<file path="src/rtl/lsu_pkg.sv">
// ============================================================================
//  lsu_pkg
//  Shared funct3 encodings, FSM state type and access-size helper.
//  Revision: 1.0
// ============================================================================
`default_nettype none

package lsu_pkg;

   localparam logic [2:0] F3_B  = 3'b000;
   localparam logic [2:0] F3_H  = 3'b001;
   localparam logic [2:0] F3_W  = 3'b010;
   localparam logic [2:0] F3_D  = 3'b011;
   localparam logic [2:0] F3_BU = 3'b100;
   localparam logic [2:0] F3_HU = 3'b101;
   localparam logic [2:0] F3_WU = 3'b110;

   typedef enum logic [1:0] {
      ST_IDLE = 2'd0,
      ST_REQ  = 2'd1,
      ST_WAIT = 2'd2,
      ST_RESP = 2'd3
   } lsu_state_e;

   // 111 falls into the 8-byte bucket; it is rejected as illegal elsewhere.
   function automatic logic [3:0] f3_size(input logic [2:0] funct3);
      case (funct3)
         F3_B, F3_BU: f3_size = 4'd1;
         F3_H, F3_HU: f3_size = 4'd2;
         F3_W, F3_WU: f3_size = 4'd4;
         default:     f3_size = 4'd8;
      endcase
   endfunction

endpackage

`default_nettype wire

</file>
<file path="src/rtl/lsu_align.sv">
// ============================================================================
//  lsu_align
//  Combinational byte-lane alignment: write enables, store replication,
//  load shift/extension and misaligned/illegal detection.
//  Revision: 1.0
// ============================================================================
`default_nettype none

module lsu_align
   import lsu_pkg::*;
#(
   parameter int DATA_W = 32,
   localparam int NB = DATA_W / 8,
   localparam int LB = $clog2(NB)
) (
   input  logic [2:0]        funct3,
   input  logic              store,
   input  logic [LB-1:0]     lane,
   input  logic [DATA_W-1:0] wdata,
   input  logic [DATA_W-1:0] rdata,
   output logic [NB-1:0]     we,
   output logic [DATA_W-1:0] wdata_rep,
   output logic [DATA_W-1:0] rdata_ext,
   output logic              misaligned,
   output logic              illegal
);

   logic [3:0]        w_size;
   logic [DATA_W-1:0] w_shift;
   logic              w_sign;
   int                w_sz;
   int                w_ln;

   assign w_size  = f3_size(funct3);
   assign illegal = (funct3 == 3'b111) || (store && funct3[2]) ||
                    ((DATA_W == 32) && ((funct3 == F3_D) || (funct3 == F3_WU)));

   always_comb begin
      // Clamp keeps every lane index in range for sizes wider than the bus.
      w_sz       = (int'(w_size) > NB) ? NB : int'(w_size);
      w_ln       = int'(lane);
      misaligned = (w_ln & (w_sz - 1)) != 0;
      w_shift    = rdata >> (8 * w_ln);
      w_sign     = ~funct3[2] & w_shift[8*w_sz-1];
      for (int i = 0; i < NB; i++) begin
         we[i]               = (i >= w_ln) && (i < w_ln + w_sz);
         wdata_rep[8*i +: 8] = wdata[8*(i & (w_sz - 1)) +: 8];
         rdata_ext[8*i +: 8] = (i < w_sz) ? w_shift[8*i +: 8] : {8{w_sign}};
      end
   end

endmodule

`default_nettype wire

</file>
<file path="src/rtl/lsu_core.sv">
// ============================================================================
//  lsu_core
//  Load/store unit FSM: captures one request, runs it against a
//  valid/ready data memory and returns a one-cycle response pulse.
//  Revision: 1.0
// ============================================================================
`default_nettype none

module lsu_core
   import lsu_pkg::*;
#(
   parameter int DATA_W = 32,
   parameter int ADDR_W = 32,
   localparam int NB = DATA_W / 8,
   localparam int LB = $clog2(NB)
) (
   input  logic              clk,
   input  logic              reset,
   input  logic              req_valid,
   output logic              req_ready,
   input  logic              req_store,
   input  logic [2:0]        req_funct3,
   input  logic [ADDR_W-1:0] req_addr,
   input  logic [DATA_W-1:0] req_wdata,
   output logic              resp_valid,
   output logic [DATA_W-1:0] resp_data,
   output logic              resp_err,
   output logic              mem_valid,
   input  logic              mem_ready,
   output logic [ADDR_W-1:0] mem_addr,
   output logic [NB-1:0]     mem_we,
   output logic [DATA_W-1:0] mem_wdata,
   input  logic              mem_rvalid,
   input  logic [DATA_W-1:0] mem_rdata
);

   lsu_state_e        r_state;
   lsu_state_e        w_next;
   logic              r_store;
   logic [2:0]        r_funct3;
   logic [LB-1:0]     r_lane;
   logic              r_err;
   logic [DATA_W-1:0] r_rdata;
   logic [ADDR_W-1:0] r_mem_addr;
   logic [NB-1:0]     r_mem_we;
   logic [DATA_W-1:0] r_mem_wdata;

   logic              w_idle;
   logic [2:0]        w_funct3;
   logic              w_store;
   logic [LB-1:0]     w_lane;
   logic [NB-1:0]     w_we;
   logic [DATA_W-1:0] w_wdata_rep;
   logic [DATA_W-1:0] w_rdata_ext;
   logic              w_mis;
   logic              w_ill;
   logic              w_err;
   logic              w_accept;
   logic              w_capture;

   // The aligner sees the live request while idle and the captured one afterwards.
   assign w_idle    = (r_state == ST_IDLE);
   assign w_funct3  = w_idle ? req_funct3 : r_funct3;
   assign w_store   = w_idle ? req_store : r_store;
   assign w_lane    = w_idle ? req_addr[LB-1:0] : r_lane;
   assign w_err     = w_mis | w_ill;
   assign w_accept  = w_idle & req_valid;
   assign w_capture = ~r_store & mem_rvalid &
                      (((r_state == ST_REQ) & mem_ready) | (r_state == ST_WAIT));

   lsu_align #(
      .DATA_W(DATA_W)
   ) u_align (
      .funct3    (w_funct3),
      .store     (w_store),
      .lane      (w_lane),
      .wdata     (req_wdata),
      .rdata     (mem_rdata),
      .we        (w_we),
      .wdata_rep (w_wdata_rep),
      .rdata_ext (w_rdata_ext),
      .misaligned(w_mis),
      .illegal   (w_ill)
   );

   always_ff @(posedge clk) begin
      if (reset) begin
         r_state <= ST_IDLE;
      end else begin
         r_state <= w_next;
      end
   end

   always_comb begin
      w_next     = r_state;
      req_ready  = 1'b0;
      mem_valid  = 1'b0;
      resp_valid = 1'b0;
      case (r_state)
         ST_IDLE: begin
            req_ready = 1'b1;
            if (req_valid) begin
               w_next = w_err ? ST_RESP : ST_REQ;
            end
         end
         ST_REQ: begin
            mem_valid = 1'b1;
            if (mem_ready) begin
               w_next = (r_store || mem_rvalid) ? ST_RESP : ST_WAIT;
            end
         end
         ST_WAIT: begin
            if (mem_rvalid) begin
               w_next = ST_RESP;
            end
         end
         ST_RESP: begin
            resp_valid = 1'b1;
            w_next     = ST_IDLE;
         end
         default: w_next = ST_IDLE;
      endcase
   end

   always_ff @(posedge clk) begin
      if (reset) begin
         r_store     <= 1'b0;
         r_funct3    <= 3'b000;
         r_lane      <= '0;
         r_err       <= 1'b0;
         r_rdata     <= '0;
         r_mem_addr  <= '0;
         r_mem_we    <= '0;
         r_mem_wdata <= '0;
      end else begin
         if (w_accept) begin
            r_store     <= req_store;
            r_funct3    <= req_funct3;
            r_lane      <= req_addr[LB-1:0];
            r_err       <= w_err;
            r_rdata     <= '0;
            r_mem_addr  <= {req_addr[ADDR_W-1:LB], {LB{1'b0}}};
            r_mem_we    <= (req_store && !w_err) ? w_we : '0;
            r_mem_wdata <= req_store ? w_wdata_rep : '0;
         end
         if (w_capture) begin
            r_rdata <= w_rdata_ext;
         end
      end
   end

   assign mem_addr  = r_mem_addr;
   assign mem_we    = r_mem_we;
   assign mem_wdata = r_mem_wdata;
   assign resp_err  = resp_valid & r_err;
   assign resp_data = resp_valid ? r_rdata : '0;

endmodule

`default_nettype wire

</file>
<file path="config.mk">
export PLATFORM = sky130hd
export DESIGN_NAME = lsu_core
export DESIGN_NICKNAME = d
export VERILOG_FILES = /design/src/rtl/lsu_pkg.sv /design/src/rtl/lsu_align.sv /design/src/rtl/lsu_core.sv
export SDC_FILE = /design/constraint.sdc
export NUM_CORES = 1
export LEC_CHECK = 0
export ABC_AREA = 1
export BUFFER_PORTS_ARGS = -buffer_cell sky130_fd_sc_hd__buf_2
export CORE_ASPECT_RATIO = 1.75
export CORE_MARGIN = 5
export CORE_UTILIZATION = 44
export CTS_CLUSTER_DIAMETER = 30
export DETAILED_ROUTE_END_ITERATION = 6
export PLACE_DENSITY = 0.76
export SKIP_CTS_REPAIR_TIMING = 1
export SKIP_LAST_GASP = 1
export SLEW_MARGIN = 15
export SYNTH_ARGS = -nofsm -noshare
export SYNTH_HDL_FRONTEND = slang
export SYNTH_SLANG_ARGS = --single-unit
export TNS_END_PERCENT = 20
</file>
<file path="constraint.sdc">
create_clock -name clk -period 2.3 [get_ports clk]
set_input_delay 0.46 -clock clk [delete_from_list [all_inputs] [get_ports clk]]
set_output_delay 0.46 -clock clk [all_outputs]
set_load 0.02 [all_outputs]
</file>
# Word level (Yosys, flattened, before mapping)
# Index checks and enable logic that the tools add are counted.
[op_classes] n_addsub=3 mul=0 div_mod_pow=0 magnitude_cmp=13 eq_ne=13 shift=4 mux=26 n_bitwise=11 n_reduce_logical=18
[ops] op="less-than comparator 3 x 32 -> 1 bit (first input constant)" n=4
[ops] op="two-way mux 32 bit" n=4
[ops] op="less-than comparator 1 x 32 -> 1 bit (first input constant)" n=2
[ops] op="less-than comparator 2 x 32 -> 1 bit (first input constant)" n=2
[ops] op="variable part select 32 x 6 -> 8 bit" n=2
[ops] op="subtractor 32 x 2 -> 32 bit (second input constant)" n=2
[ops] op="adder 3 x 32 -> 32 bit" n=1
[ops] op="bitwise AND 3 x 32 -> 32 bit" n=1
[ops] op="less-than comparator 32 x 7 -> 1 bit (second input constant)" n=1
[ops] op="two-way mux 8 bit" n=4
[ops] op="nonzero test 32 bit" n=1
[ops] op="variable part select 32 x 5 -> 8 bit" n=1
[ops] op="right shift 32 x 5 -> 32 bit" n=1
[ops] op="equality test 3 bit (second input constant)" n=4
[ops] op="one-hot mux 4 bit (3 select lines)" n=1
[ops] op="two-way mux 2 bit" n=5
[ops] op="two-way mux 4 bit" n=2
[ops] op="one-hot mux 2 bit (4 select lines)" n=1
[ops] op="two-way mux 1 bit" n=7
[ops] op="bitwise AND 1 bit" n=6
[ops] op="equality test 3 x 2 -> 1 bit (second input constant)" n=2
[ops] op="inequality test 2 bit (second input constant)" n=3
[ops] op="OR reduction 2 bit" n=3
[ops] op="binary-select mux 1 bit (select 5 bit)" n=1
[ops] op="other kinds (16)" n=27
[totals] register_bits=107 latch_bits=0 ram_bits=0 mem_bits_ro=0 in_bits=105 out_inout_bits=104 memories=0

# Longest topological paths before layout
[depth] word_depth=14 ltp_mapped=16

# By module
# Synthesis repeated with hierarchy kept, for this count alone.
[unflattened] cells_unflattened=874 area_unflattened_um2=5764.3
[modules_own_cells] module="lsu_core" n_inst=1 cells_each=582 area_per_inst_um2=4310.4 seq_area_each_um2=2142.1
[modules_own_cells] module="lsu_align" n_inst=1 cells_each=292 area_per_inst_um2=1453.9 seq_area_each_um2=0.0

# Least setup slack after synthesis
# Ideal clock, no wire load.
[synth_path] kind="register to register" start="reg r_state[0]" end="reg r_mem_we[0], in the netlist mem_we[0]" arrival_ns=2.419 required_ns=2.230 setup_slack_ns=-0.189 path_stages_with_launch=16 path_buffers=2 cell_sequence="dfxtp_1 -> inv_1 -> ha_1 -> buf_6 -> nand2_1 -> nand2_2 -> buf_2 -> ha_1 -> fa_1 -> nand3b_1 -> nand2_1 -> nand2_1 -> nor2_1 -> nand2_1 -> nand4_1 -> a21oi_1"
[synth_between] elab_chain_len=14 elab_cells_between_ends=34
[synth_rtl] element="start: declaration" line_no="lsu_core.sv:37" text="lsu_state_e r_state;"
[synth_rtl] element="start signal: assignment" line_no="lsu_core.sv:90" text="r_state <= w_next;"
[synth_rtl] element="zero test 2 bit *" line_no="lsu_core.sv:62" text="assign w_idle = (r_state == ST_IDLE);"
[synth_rtl] element="branches (longest 13 deep; another with adder 3 x 32 -> 32 bit)"
[synth_rtl] element="end signal: assignment" line_no="lsu_core.sv:143" text="r_mem_we <= (req_store && !w_err) ? w_we : '0;"
[synth_rtl] element="end: declaration" line_no="lsu_core.sv:45" text="logic [NB-1:0] r_mem_we;"
# Every way passes the cells marked *.
# A chain may end at the register's enable or synchronous reset.

# Worst setup path in the final report
[layout_path] start="reg r_state[0]" end="reg r_mem_we[2], in the netlist mem_we[2]"
[layout_between] elab_chain_len=14 elab_cells_between_ends=34
[layout_rtl] element="zero test 2 bit *" line_no="lsu_core.sv:62"
[layout_rtl] element="branches (longest 13 deep; another with adder 3 x 32 -> 32 bit)"
# Marks and branches as above.

==> key figures <==
Clock tree
  – H-tree depth: 3
  – Clk root buf: clkbuf_16
  – CTS Buf Count: 9
  – TritonCTS clock tree: yes
  – Sink Count: 107
  – Clk slew on worst S/H paths: 0.08 ns
  – CTS Buffer Depth: 2
  – Worst skew pair latency: 0.35 ns

Yosys
  – Yosys reg bits: 107
  – Mapped Avg Cell Area: 6.72 µm²
  – Synth warnings: 0
  – Sequential area share after synthesis: 0.398
  – Post-Syn Area: 5390 µm²
  – Post-Syn Instances: 801
  – Synth unique cells: 32

Setup path
  – Reg2Reg Launch Point: r_state[0]
  – CP arrival: 2.42 ns
  – Worst path cell trace: inv_2 > ha_4 > inv_4 > nand2_1 > nand2_2 > nor2_4 > ha_2 > fa_2 > nand2_1 > nand3_1 > o2111ai_1 > a21oi_1
  – Critical path peak fanout: 7
  – Crit path launch: r_state[0]
  – Crit-path max cell delay: 0.47 ns
  – Crit Path Class: reg -> reg
  – Slowest-stage cell, CP: fa_2
  – CP Launch Type: flip-flop
  – Kind of end point of the critical path: flip-flop
  – Required @ worst endpoint: 2.50 ns
  – CP dominant cell by count: nand2_1

Routing
  – Vias: 5,792
  – Via-to-Cell Ratio: 4.98
  – DRT iter0 DRCs: 239
  – WL/cell: 14.6 µm
  – Drc violations: 0
  – Post-route ant nets: 0
  – DR pass1 iterations: 5
  – Post-Route WL: 17.0 mm

Layout
  – # nets final: 1,106
  – Share of layout cells above drive strength 1: 0.312
  – Layout overhead on the synthesized area: 30.2%
  – Antenna Cells: 0
  – Area of the multi-input gates: 2780 µm²
  – Util after Layout: 0.584
  – Reg area: 2150 µm²
  – Fill count: 1,209

Floorplanning
  – Die area: 14,600 µm²
  – Core footprint: 12,000 µm²
  – Die Span Y: 156 µm
  – Row count: 53
  – Top-Level Pins: 209
  – Initial Utilization: 0.449
  – Die Wd: 93.6 µm

STA
  – Max-slew violation count: 0
  – Clock Skew: 0.00687 ns
  – F_max: 0.451 GHz
  – Slew @ Worst Pin: 0.867 ns
  – Hold WS: 0.352 ns
  – RSZ-0062 raised after global routing: yes
  – Final period util: 0.964
  – Final min period: 2.22 ns
  – Fin. Hold Viols: 0
  – Max transition margin: 0.422
  – Endpoints failing setup: 0

Place
  – Dpl hpwl: 12.5 mm
  – GPL Wtd Cong: 0.913
  – Port Buffers: 206

Job
  – Max capacitance violation total: 0

GRT
  – First-pass GRT wire length: 26.5 mm
  – Largest net degree at the start of global routing: 74
  – Total track usage: 0.227
  – Initial antenna violation count: 0
  – Vias in the first global route: 5,365
  – Global route total overflow: 0

Power
  – Tot Pwr: 0.00860 W
  – Pleak: 3.56 nW
  – Pwr dens: 1230 nW/µm²
  – VDD IR max: 0.709 mV

Status
  – Outcome: completed

Hold path
  – Hold path start: req_addr[21]
  – Hold/Removal Path Class: in -> reg
synthesized netlist by cell type (all sizes together):
library cell | count | area [µm²]
nor3 | 2 | 10.0
a211oi | 1 | 7.51
o211ai | 16 | 120
nand3 | 35 | 188
fa | 1 | 20.0
nand3b | 1 | 7.51
nor2 | 95 | 372
or2 | 16 | 100
ha | 7 | 87.6
dfxtp | 107 | 2140
nand4 | 2 | 27.5
a21oi | 87 | 484
buf | 20 | 130
nand2 | 231 | 917
o2111ai | 1 | 8.76
inv | 72 | 270
o21ai | 73 | 365
clkbuf | 33 | 124
conb | 1 | 3.75
power by group:
group	switching [W]	internal (W)	total [W]
logic	0.00290	0.00159	0.00449
clock network	0.000784	0.000887	0.00167
registers	0.000199	0.00224	0.00244
metal layers:
layer | global-route usage | part of all wire
met1 | 0.252 | 0.36
met2 | 0.408 | 0.53
met3 | 0.0563 | 0.073
met4 | 0.0909 | 0.031
met5 | 0 | 0
registers in the layout, summed over array words and instances (netlist names):
signal / count
mem_we: 4
r_store: 1
r_funct3: 3
r_rdata: 32
mem_addr: 30
r_lane: 2
r_err: 1
mem_wdata: 32
r_state: 2
worst max-delay path, delay by kind of cell, from the launching register on:
kind | cells | cell delay [ns]
adder cells (fa/ha/maj) | 3 | 0.85
AND/OR/NAND/NOR | 5 | 0.51
flip-flops | 1 | 0.37
AO/OA/AOI/OAI | 2 | 0.21
buffers and inverters | 2 | 0.13
stage by stage:
stage,instance area (µm²),cells,setup TNS (ns),setup slack (ns)
2_1_floorplan,5410,802,0,0.0319
3_3_place_gp,6560,1140,0,0.0725
3_5_place_dp,6560,1140,0,0.0368
4_1_cts,6890,1156,0,0.00536
5_1_grt,7010,1163,-0.0569,-0.0344
6_report,7010,1163,0,0.0832
cells in the final DEF, fill, tap and decap left out, types with 4 or more instances in the layout:
master / n
a21oi_1: 75
clkbuf_16: 9
nand3_1: 34
o21ai_0: 72
nand2_1: 212
ha_1: 5
nor2_1: 90
inv_2: 4
a21oi_2: 11
o211ai_1: 16
inv_1: 67
dfxtp_1: 105
buf_4: 23
nand2_2: 15
buf_2: 206
or2_2: 13
nand2_4: 4
worst paths after layout:
kind             endpoint  slack (ns)  cells after the start
max             mem_we[2]        0.08                     12
min          mem_addr[21]        0.35                      3
max reg2reg     mem_we[2]        0.08                     12
min reg2reg   r_funct3[2]        0.45                      2
layout make-up:
class / count / area share
multi-input cells: 570 / 0.396
repair buffers: 233 / 0.182
inverters: 72 / 0.0389
clock inverters: 7 / 0.0153
flip-flops and latches: 107 / 0.306
clock buffers: 9 / 0.0321
well taps: 165 / 0.0294
logic make-up after synthesis:
kind of cell | Yosys count | synth area share
flops | 107 | 0.398
other cells | 1 | 0.000696
simple gates | 382 | 0.301
compound gates | 178 | 0.183
buf+inv | 125 | 0.0974
fa+ha+maj | 8 | 0.0200
(Power assumes the default switching activity.)
